$ cat src/rtl/vip_frame_source_pkg.sv
// Shared types and constants for the synthetic VIP frame source.
// Holds the FSM states, pattern codes and the noise LFSR definition.
package vip_src_pkg;

  typedef enum logic [1:0] {
    IDLE   = 2'd0,
    VS     = 2'd1,
    VBP    = 2'd2,
    ACTIVE = 2'd3
  } src_state_e;

  localparam logic [1:0] PAT_RAMP  = 2'd0;
  localparam logic [1:0] PAT_CHECK = 2'd1;
  localparam logic [1:0] PAT_DOTS  = 2'd2;
  localparam logic [1:0] PAT_FLAT  = 2'd3;

  localparam logic [15:0] LFSR_SEED = 16'hACE1;
  // Fibonacci taps 16,14,13,11 -> bits 15,13,12,10
  localparam logic [15:0] LFSR_TAPS = 16'hB400;

  function automatic logic [15:0] lfsr_next(input logic [15:0] s);
    return {s[14:0], ^(s & LFSR_TAPS)};
  endfunction

endpackage

$ cat src/rtl/vip_frame_source_if.sv
// Pixel stream bundle between the frame source and the morphology chain.
// No backpressure: the master drives one pixel per clock.
interface vip_frame_source_if;
  logic       post_frame_vsync;
  logic       post_frame_href;
  logic [7:0] post_img_Gray;
  logic       frame_done;

  modport master (
    output post_frame_vsync,
    output post_frame_href,
    output post_img_Gray,
    output frame_done
  );

  modport slave (
    input post_frame_vsync,
    input post_frame_href,
    input post_img_Gray,
    input frame_done
  );
endinterface

$ cat src/rtl/vip_pattern_gen.sv
// Combinational test-pattern lookup: (x, y, pattern) -> gray, with optional inversion.
// Only the coordinate bits the patterns depend on are passed in.
module vip_pattern_gen
  import vip_src_pkg::*;
(
  input  logic [7:0] i_x,
  input  logic [5:0] i_y,
  input  logic [1:0] i_pat,
  input  logic       i_noise_inv,
  output logic [7:0] o_gray
);

  logic [7:0] w_base;

  always_comb begin
    w_base = 8'h00;
    case (i_pat)
      PAT_RAMP:  w_base = i_x;
      PAT_CHECK: w_base = (i_x[5] ^ i_y[5]) ? 8'h00 : 8'hFF;
      PAT_DOTS:  w_base = (i_x[3:0] == 4'd0 && i_y[3:0] == 4'd0) ? 8'hFF : 8'h00;
      default:   w_base = 8'h80;
    endcase
  end

  assign o_gray = w_base ^ {8{i_noise_inv}};

endmodule

$ cat src/rtl/vip_frame_source.sv
// Synthetic vsync/href/gray frame source with four built-in test patterns.
// Define VIP_SRC_NOISE_EN to add LFSR-driven salt/pepper pixel inversion.
module vip_frame_source
  import vip_src_pkg::*;
#(
  parameter logic [9:0]  IMG_HDISP = 10'd640,
  parameter logic [9:0]  IMG_VDISP = 10'd480,
  parameter logic [10:0] H_BLANK   = 11'd160,
  parameter logic [9:0]  V_SYNC    = 10'd2,
  parameter logic [9:0]  V_BP      = 10'd33
) (
  input  logic               clk,
  input  logic               rst,
  input  logic               run,
  input  logic [1:0]         pattern_sel,
  output logic               busy,
  vip_frame_source_if.master src
);

  localparam logic [10:0] LINE = {1'b0, IMG_HDISP} + H_BLANK;

  src_state_e  r_state, w_state_nxt;
  logic [10:0] r_hcnt, w_hcnt_nxt;
  logic [9:0]  r_vcnt, w_vcnt_nxt;
  logic [1:0]  r_pat, w_pat_nxt;
  logic [9:0]  w_lim;
  logic        w_line_end, w_last_line;

  logic        r_busy, r_vsync, r_href, r_frame_done;
  logic [7:0]  r_gray;
  logic        w_busy_nxt, w_vsync_nxt, w_href_nxt, w_fd_nxt;
  logic [7:0]  w_gray_nxt, w_pat_gray;
  logic        w_noise_inv;

  // State register; outputs are registered from next-state values so they align with the state.
  always_ff @(posedge clk) begin
    if (rst) begin
      r_state      <= IDLE;
      r_hcnt       <= 11'd0;
      r_vcnt       <= 10'd0;
      r_pat        <= PAT_RAMP;
      r_busy       <= 1'b0;
      r_vsync      <= 1'b0;
      r_href       <= 1'b0;
      r_gray       <= 8'h00;
      r_frame_done <= 1'b0;
    end else begin
      r_state      <= w_state_nxt;
      r_hcnt       <= w_hcnt_nxt;
      r_vcnt       <= w_vcnt_nxt;
      r_pat        <= w_pat_nxt;
      r_busy       <= w_busy_nxt;
      r_vsync      <= w_vsync_nxt;
      r_href       <= w_href_nxt;
      r_gray       <= w_gray_nxt;
      r_frame_done <= w_fd_nxt;
    end
  end

  always_comb begin
    case (r_state)
      VS:      w_lim = V_SYNC;
      VBP:     w_lim = V_BP;
      default: w_lim = IMG_VDISP;
    endcase
  end

  assign w_line_end  = (r_hcnt == LINE - 11'd1);
  assign w_last_line = (r_vcnt == w_lim - 10'd1);

  always_comb begin
    w_state_nxt = r_state;
    w_hcnt_nxt  = r_hcnt;
    w_vcnt_nxt  = r_vcnt;
    w_pat_nxt   = r_pat;
    if (r_state == IDLE) begin
      if (run) begin
        w_state_nxt = VS;
        w_hcnt_nxt  = 11'd0;
        w_vcnt_nxt  = 10'd0;
        w_pat_nxt   = pattern_sel;
      end
    end else begin
      w_hcnt_nxt = w_line_end ? 11'd0 : r_hcnt + 11'd1;
      if (w_line_end) begin
        w_vcnt_nxt = w_last_line ? 10'd0 : r_vcnt + 10'd1;
        if (w_last_line) begin
          case (r_state)
            VS:  w_state_nxt = (V_BP == 10'd0) ? ACTIVE : VBP;
            VBP: w_state_nxt = ACTIVE;
            default: begin
              w_state_nxt = run ? VS : IDLE;
              if (run) w_pat_nxt = pattern_sel;
            end
          endcase
        end
      end
    end
  end

  vip_pattern_gen u_pattern_gen (
    .i_x         (w_hcnt_nxt[7:0]),
    .i_y         (w_vcnt_nxt[5:0]),
    .i_pat       (w_pat_nxt),
    .i_noise_inv (w_noise_inv),
    .o_gray      (w_pat_gray)
  );

  always_comb begin
    w_busy_nxt  = (w_state_nxt != IDLE);
    w_vsync_nxt = (w_state_nxt == VS);
    w_href_nxt  = (w_state_nxt == ACTIVE) && (w_hcnt_nxt < {1'b0, IMG_HDISP});
    w_fd_nxt    = (w_state_nxt == ACTIVE) && (w_vcnt_nxt == IMG_VDISP - 10'd1) &&
                  (w_hcnt_nxt == LINE - 11'd1);
    w_gray_nxt  = w_href_nxt ? w_pat_gray : 8'h00;
  end

`ifdef VIP_SRC_NOISE_EN
  logic [15:0] r_lfsr;

  // The value before the step decides the pixel about to be emitted.
  always_ff @(posedge clk) begin
    if (rst) begin
      r_lfsr <= LFSR_SEED;
    end else if (w_href_nxt) begin
      r_lfsr <= lfsr_next(r_lfsr);
    end
  end

  assign w_noise_inv = (r_lfsr[5:0] == 6'd0);
`else
  assign w_noise_inv = 1'b0;
`endif

  assign busy                 = r_busy;
  assign src.post_frame_vsync = r_vsync;
  assign src.post_frame_href  = r_href;
  assign src.post_img_Gray    = r_gray;
  assign src.frame_done       = r_frame_done;

endmodule

$ cat src/flat_wrapper.sv
// flat-port wrapper written by rule: the top's interface ports become plain ports
module vip_frame_source_flat import vip_src_pkg::*;
#(
  parameter logic [9:0]  IMG_HDISP = 10'd640,
  parameter logic [9:0]  IMG_VDISP = 10'd480,
  parameter logic [10:0] H_BLANK   = 11'd160,
  parameter logic [9:0]  V_SYNC    = 10'd2,
  parameter logic [9:0]  V_BP      = 10'd33
)
  (clk, rst, run, pattern_sel, busy, src_post_frame_vsync, src_post_frame_href, src_post_img_Gray, src_frame_done);
  vip_frame_source_if src_i ();
  input  logic clk;
  input  logic rst;
  input  logic run;
  input  logic [1:0] pattern_sel;
  output logic busy;
  output wire logic [$bits(src_i.post_frame_vsync)-1:0] src_post_frame_vsync;
  output wire logic [$bits(src_i.post_frame_href)-1:0] src_post_frame_href;
  output wire logic [$bits(src_i.post_img_Gray)-1:0] src_post_img_Gray;
  output wire logic [$bits(src_i.frame_done)-1:0] src_frame_done;
  assign src_post_frame_vsync = src_i.post_frame_vsync;
  assign src_post_frame_href = src_i.post_frame_href;
  assign src_post_img_Gray = src_i.post_img_Gray;
  assign src_frame_done = src_i.frame_done;
  vip_frame_source #(.IMG_HDISP(IMG_HDISP), .IMG_VDISP(IMG_VDISP), .H_BLANK(H_BLANK), .V_SYNC(V_SYNC), .V_BP(V_BP)) u_core (.clk(clk), .rst(rst), .run(run), .pattern_sel(pattern_sel), .busy(busy), .src(src_i));
endmodule
$ cat config.mk
export PLATFORM = sky130hd
export DESIGN_NAME = vip_frame_source_flat
export DESIGN_NICKNAME = d
export VERILOG_FILES = /design/src/rtl/vip_frame_source_pkg.sv /design/src/rtl/vip_frame_source_if.sv /design/src/rtl/vip_pattern_gen.sv /design/src/rtl/vip_frame_source.sv /design/src/flat_wrapper.sv
export SDC_FILE = /design/constraint.sdc
export NUM_CORES = 1
export LEC_CHECK = 0
export BUFFER_PORTS_ARGS = -buffer_cell sky130_fd_sc_hd__buf_2
export CORE_MARGIN = 2
export CORE_UTILIZATION = 59
export DETAILED_ROUTE_END_ITERATION = 10
export HOLD_SLACK_MARGIN = 0.08
export PLACE_DENSITY_LB_ADDON = 0.2
export SYNTH_ARGS = -nofsm -noshare
export SYNTH_HDL_FRONTEND = slang
export SYNTH_SLANG_ARGS = --single-unit
$ cat constraint.sdc
create_clock -name clk -period 3.1 [get_ports clk]
set_input_delay 0.155 -clock clk [delete_from_list [all_inputs] [get_ports clk]]
set_output_delay 0.155 -clock clk [all_outputs]
set_load 0.005 [all_outputs]
==> impl_metrics.yaml <==
logic_synthesis:
  synth_fp_nets: 276
  synthArstFlopShare_pct: 0
  yosys-top-cells-area: "dfxtp_1, nand2_1, nor2_1, a31oi_1, ha_1"
  synth_seq_cells: 37
  synth_area_um2: 2190
  synth_cell_type_count: 61
  syn-instance-count: 266
  synth_top_area_cell: "dfxtp_1"
  synth-edff-count: 0
  yosysWarningCount: 0
  synth_top_area_share_pct: 33.8
  synth_ff_type: "dfxtp_1"
  ys_seq_area_share_pct: 33.8
  syn_area_per_cell_um2: 8.23
global_routing:
  antenna_found_initial: 0
  grt_overflow: 0
  grtUsageTotal_pct: 30.2
  grt_pass1_wl_um: 9720
  grt_pass1_vias: 1992
  grt_max_degree: 26
power:
  power.switching_mw: 0.274
  leakagePower_nw: 0.905
  combinationalPowerShare_pct: 12.7
  peakVddDrop_uv: 369
  p_int_mw: 0.796
  powerDensity_nw_per_um2: 430
  switching_share_pct: 25.6
  pwr-share-seq_pct: 46.0
  clkPwrFrac_pct: 41.3
final_layout:
  drive_gt1_share_pct: 16.5
  final_cell_mix: "dfxtp_1, nand2_1, nor2_1"
  nFillCells: 307
  area.growth.synth_to_final_pct: 13.5
  multiInputGateArea_um2: 1350
  final_common_cell: "dfxtp_1"
  antennaDiodeCount: 0
  register_area_um2: 741
  final_design_area_no_fill_um2: 2480
  nets: 300
  instances_no_fill: 339
sta:
  fin_crit_ns: 2.89
  finClkSkew_ns: 0.00236
  hold_viol_final: 0
  max_slew_margin_pct: 34.8
  setup_viol: 0
  tns_ns: 0
  min_period_over_period_pct: 93.3
  grt_setup_unrepaired: "false"
  fmax_mhz: 346
  worstMarginPinSlew_ns: 0.974
  fin_ws_ns: 0.207
  slew_viol_final: 0
routing:
  drc: 0
  vias: 2190
  wl_per_cell_um: 17.1
  wl_met3_um: 462
  dr_wl_met2_um: 2670
  wirelength_um: 5800
  drt-initial-drc-count: 299
  drt-met1-wl_um: 2460
  top_layer: "met4"
  drt-vias-per-instance: 6.46
  drt_pass1_iterations: 5
  ant_nets: 0
placement:
  dpl_worst_slack_ns: 0.161
  portBuffers: 16
  dp.final_hpwl_um: 4320
  placed_cell_area_um2: 2370
  gp_congestion: 0.948
  dp.cells: 331
setup_path:
  cp_slowest_cell: "a31oi_1"
  r2r_slack_ns: 0.21
  arrival_ns: 3.05
  worstPathMaxFanout: 11
  path_cells: "ha_1, and4_1, a31oi_1, a31oi_1, a31oi_1, xor2_1, o21ai_1, a41oi_1"
  cpPeakStageDelay_ns: 0.80
  path_delay_family: "compound AO/OA/AOI/OAI gates"
  crit_path_frequent_cell: "a31oi_1"
  crit_path_end_kind: "flip-flop"
  crit_buf_inv: 0
  crit_required_ns: 3.25
  crit_type: "reg2reg"
  startpoint_type: "flip-flop"
floorplan:
  fp-row-count: 22
  initial_core_util_pct: 60.7
  core_um2: 3610
  fp.dieH_um: 64.9
  die-area_um2: 4210
  io_pins: 17
  die_w_um: 64.9
cts:
  cts_tree: "done"
  clock_latency_ns: 0.29
  htreeDepth: 2
  clockBufferDepth: 2
  clock-root-buffer: "clkbuf_8"
  clk_pin_slew_ns: 0.07
  cts_sinks: 37
  hold_buffers: 0
  numCtsBuffers: 5
hold_path:
  hold_path_class: "in2reg"
flow_run:
  drv_cap: 0
status:
  status: "complete, no violations"
[state kept, by name, summed over array words and instances, names as in the netlist]
register	flops
u_core.src.post_img_Gray	8
u_core.src.post_frame_href	1
u_core.src.post_frame_vsync	1
u_core.r_pat	2
u_core.r_state	2
u_core.r_vcnt	10
u_core.src.frame_done	1
u_core.r_hcnt	11
u_core.busy	1
[worst reg2reg max path, cell delays in order (launching register included)]
cell     delay (ns)
dfxtp_1        0.36
ha_1           0.27
and4_1         0.25
a31oi_1        0.80
a31oi_1        0.18
a31oi_1        0.31
xor2_1         0.11
o21ai_1        0.29
a41oi_1        0.19
[final timing paths]
kind	startpoint	end	cells past startpoint
min	pattern_sel[0]	u_core.r_pat[0]$_SDFF_PP0_	3
max	u_core.r_hcnt[0]$_SDFF_PP0_	u_core.src.post_img_Gray[7]$_SDFF_PP0_	8
max reg2reg	u_core.r_hcnt[0]$_SDFF_PP0_	u_core.src.post_img_Gray[7]$_SDFF_PP0_	8
min reg2reg	u_core.r_pat[0]$_SDFF_PP0_	u_core.r_pat[0]$_SDFF_PP0_	2
[area by class of cell]
| type | count | area share, % |
|---|---|---|
| timing repair buffer | 31 | 7.75 |
| multi-input combinational | 207 | 54.1 |
| inverter | 8 | 1.21 |
| sequential | 37 | 29.8 |
| clock inverter | 1 | 1.21 |
| tap | 48 | 2.42 |
| clock buffer | 7 | 3.47 |
[per-stage QoR]
step	utilization (%)	hold slack, ns	power, mW
floorplan	-	0.302	0.597
global placement	65.6	0.450	0.634
detailed placement	65.6	0.450	0.635
CTS	68.9	0.143	1.07
global route	68.9	0.176	1.11
finish	68.9	0.144	1.07
[power groups by stage]
stage / registers, mW / logic (mW) / clock network, mW
finish: 0.492 / 0.136 / 0.441
global placement: 0.503 / 0.131 / 0
floorplan: 0.502 / 0.0947 / 0
global route: 0.493 / 0.149 / 0.466
CTS: 0.492 / 0.133 / 0.444
detailed placement: 0.503 / 0.132 / 0
[cells by family (layout without fill, tap and decap cells)]
| family | after synthesis | in the layout | share of synthesized area, % |
|---|---|---|---|
| and+or+nand+nor | 119 | 119 | 28.4 |
| AOI/OAI and AO/OA | 68 | 68 | 23.7 |
| DFF | 37 | 37 | 33.8 |
| buffers and inverters | 22 | 47 | 4.80 |
| xor gates and xnor gates | 8 | 8 | 3.20 |
| muxes | 7 | 7 | 3.26 |
| adders and majority gates | 5 | 5 | 2.86 |
[layer usage]
layer,up-vias,GRT usage (%)
li1,1038,-
met1,1017,39.7
met2,113,46.5
met3,22,6.60
met4,0,14.9
met5,-,0
[Yosys cell counts, drive strengths merged (2+ instances only)]
master / instances
dfxtp: 37
nand2: 31
nor2: 26
a31oi: 10
nand3: 9
o21ai: 9
clkbuf: 8
inv: 8
nor3: 8
a21oi: 7
nand2b: 7
buf: 6
mux2i: 6
nand4: 6
or3: 6
ha: 5
nor4: 5
o21a: 5
xnor2: 5
and4: 4
o31ai: 4
a21o: 3
a22oi: 3
a41oi: 3
and2: 3
and3: 3
nor4b: 3
or4: 3
xor2: 3
a2111o: 2
a211oi: 2
nor3b: 2
o2111ai: 2
o211a: 2
o211ai: 2
o221ai: 2
o22ai: 2
o31a: 2
[repair_timing]
action	4_1_cts	5_1_grt
setup endpoints to repair	0	8
buffers inserted	0	0
gates resized for setup	0	1
Note: power is estimated with default switching activity, not from simulation.
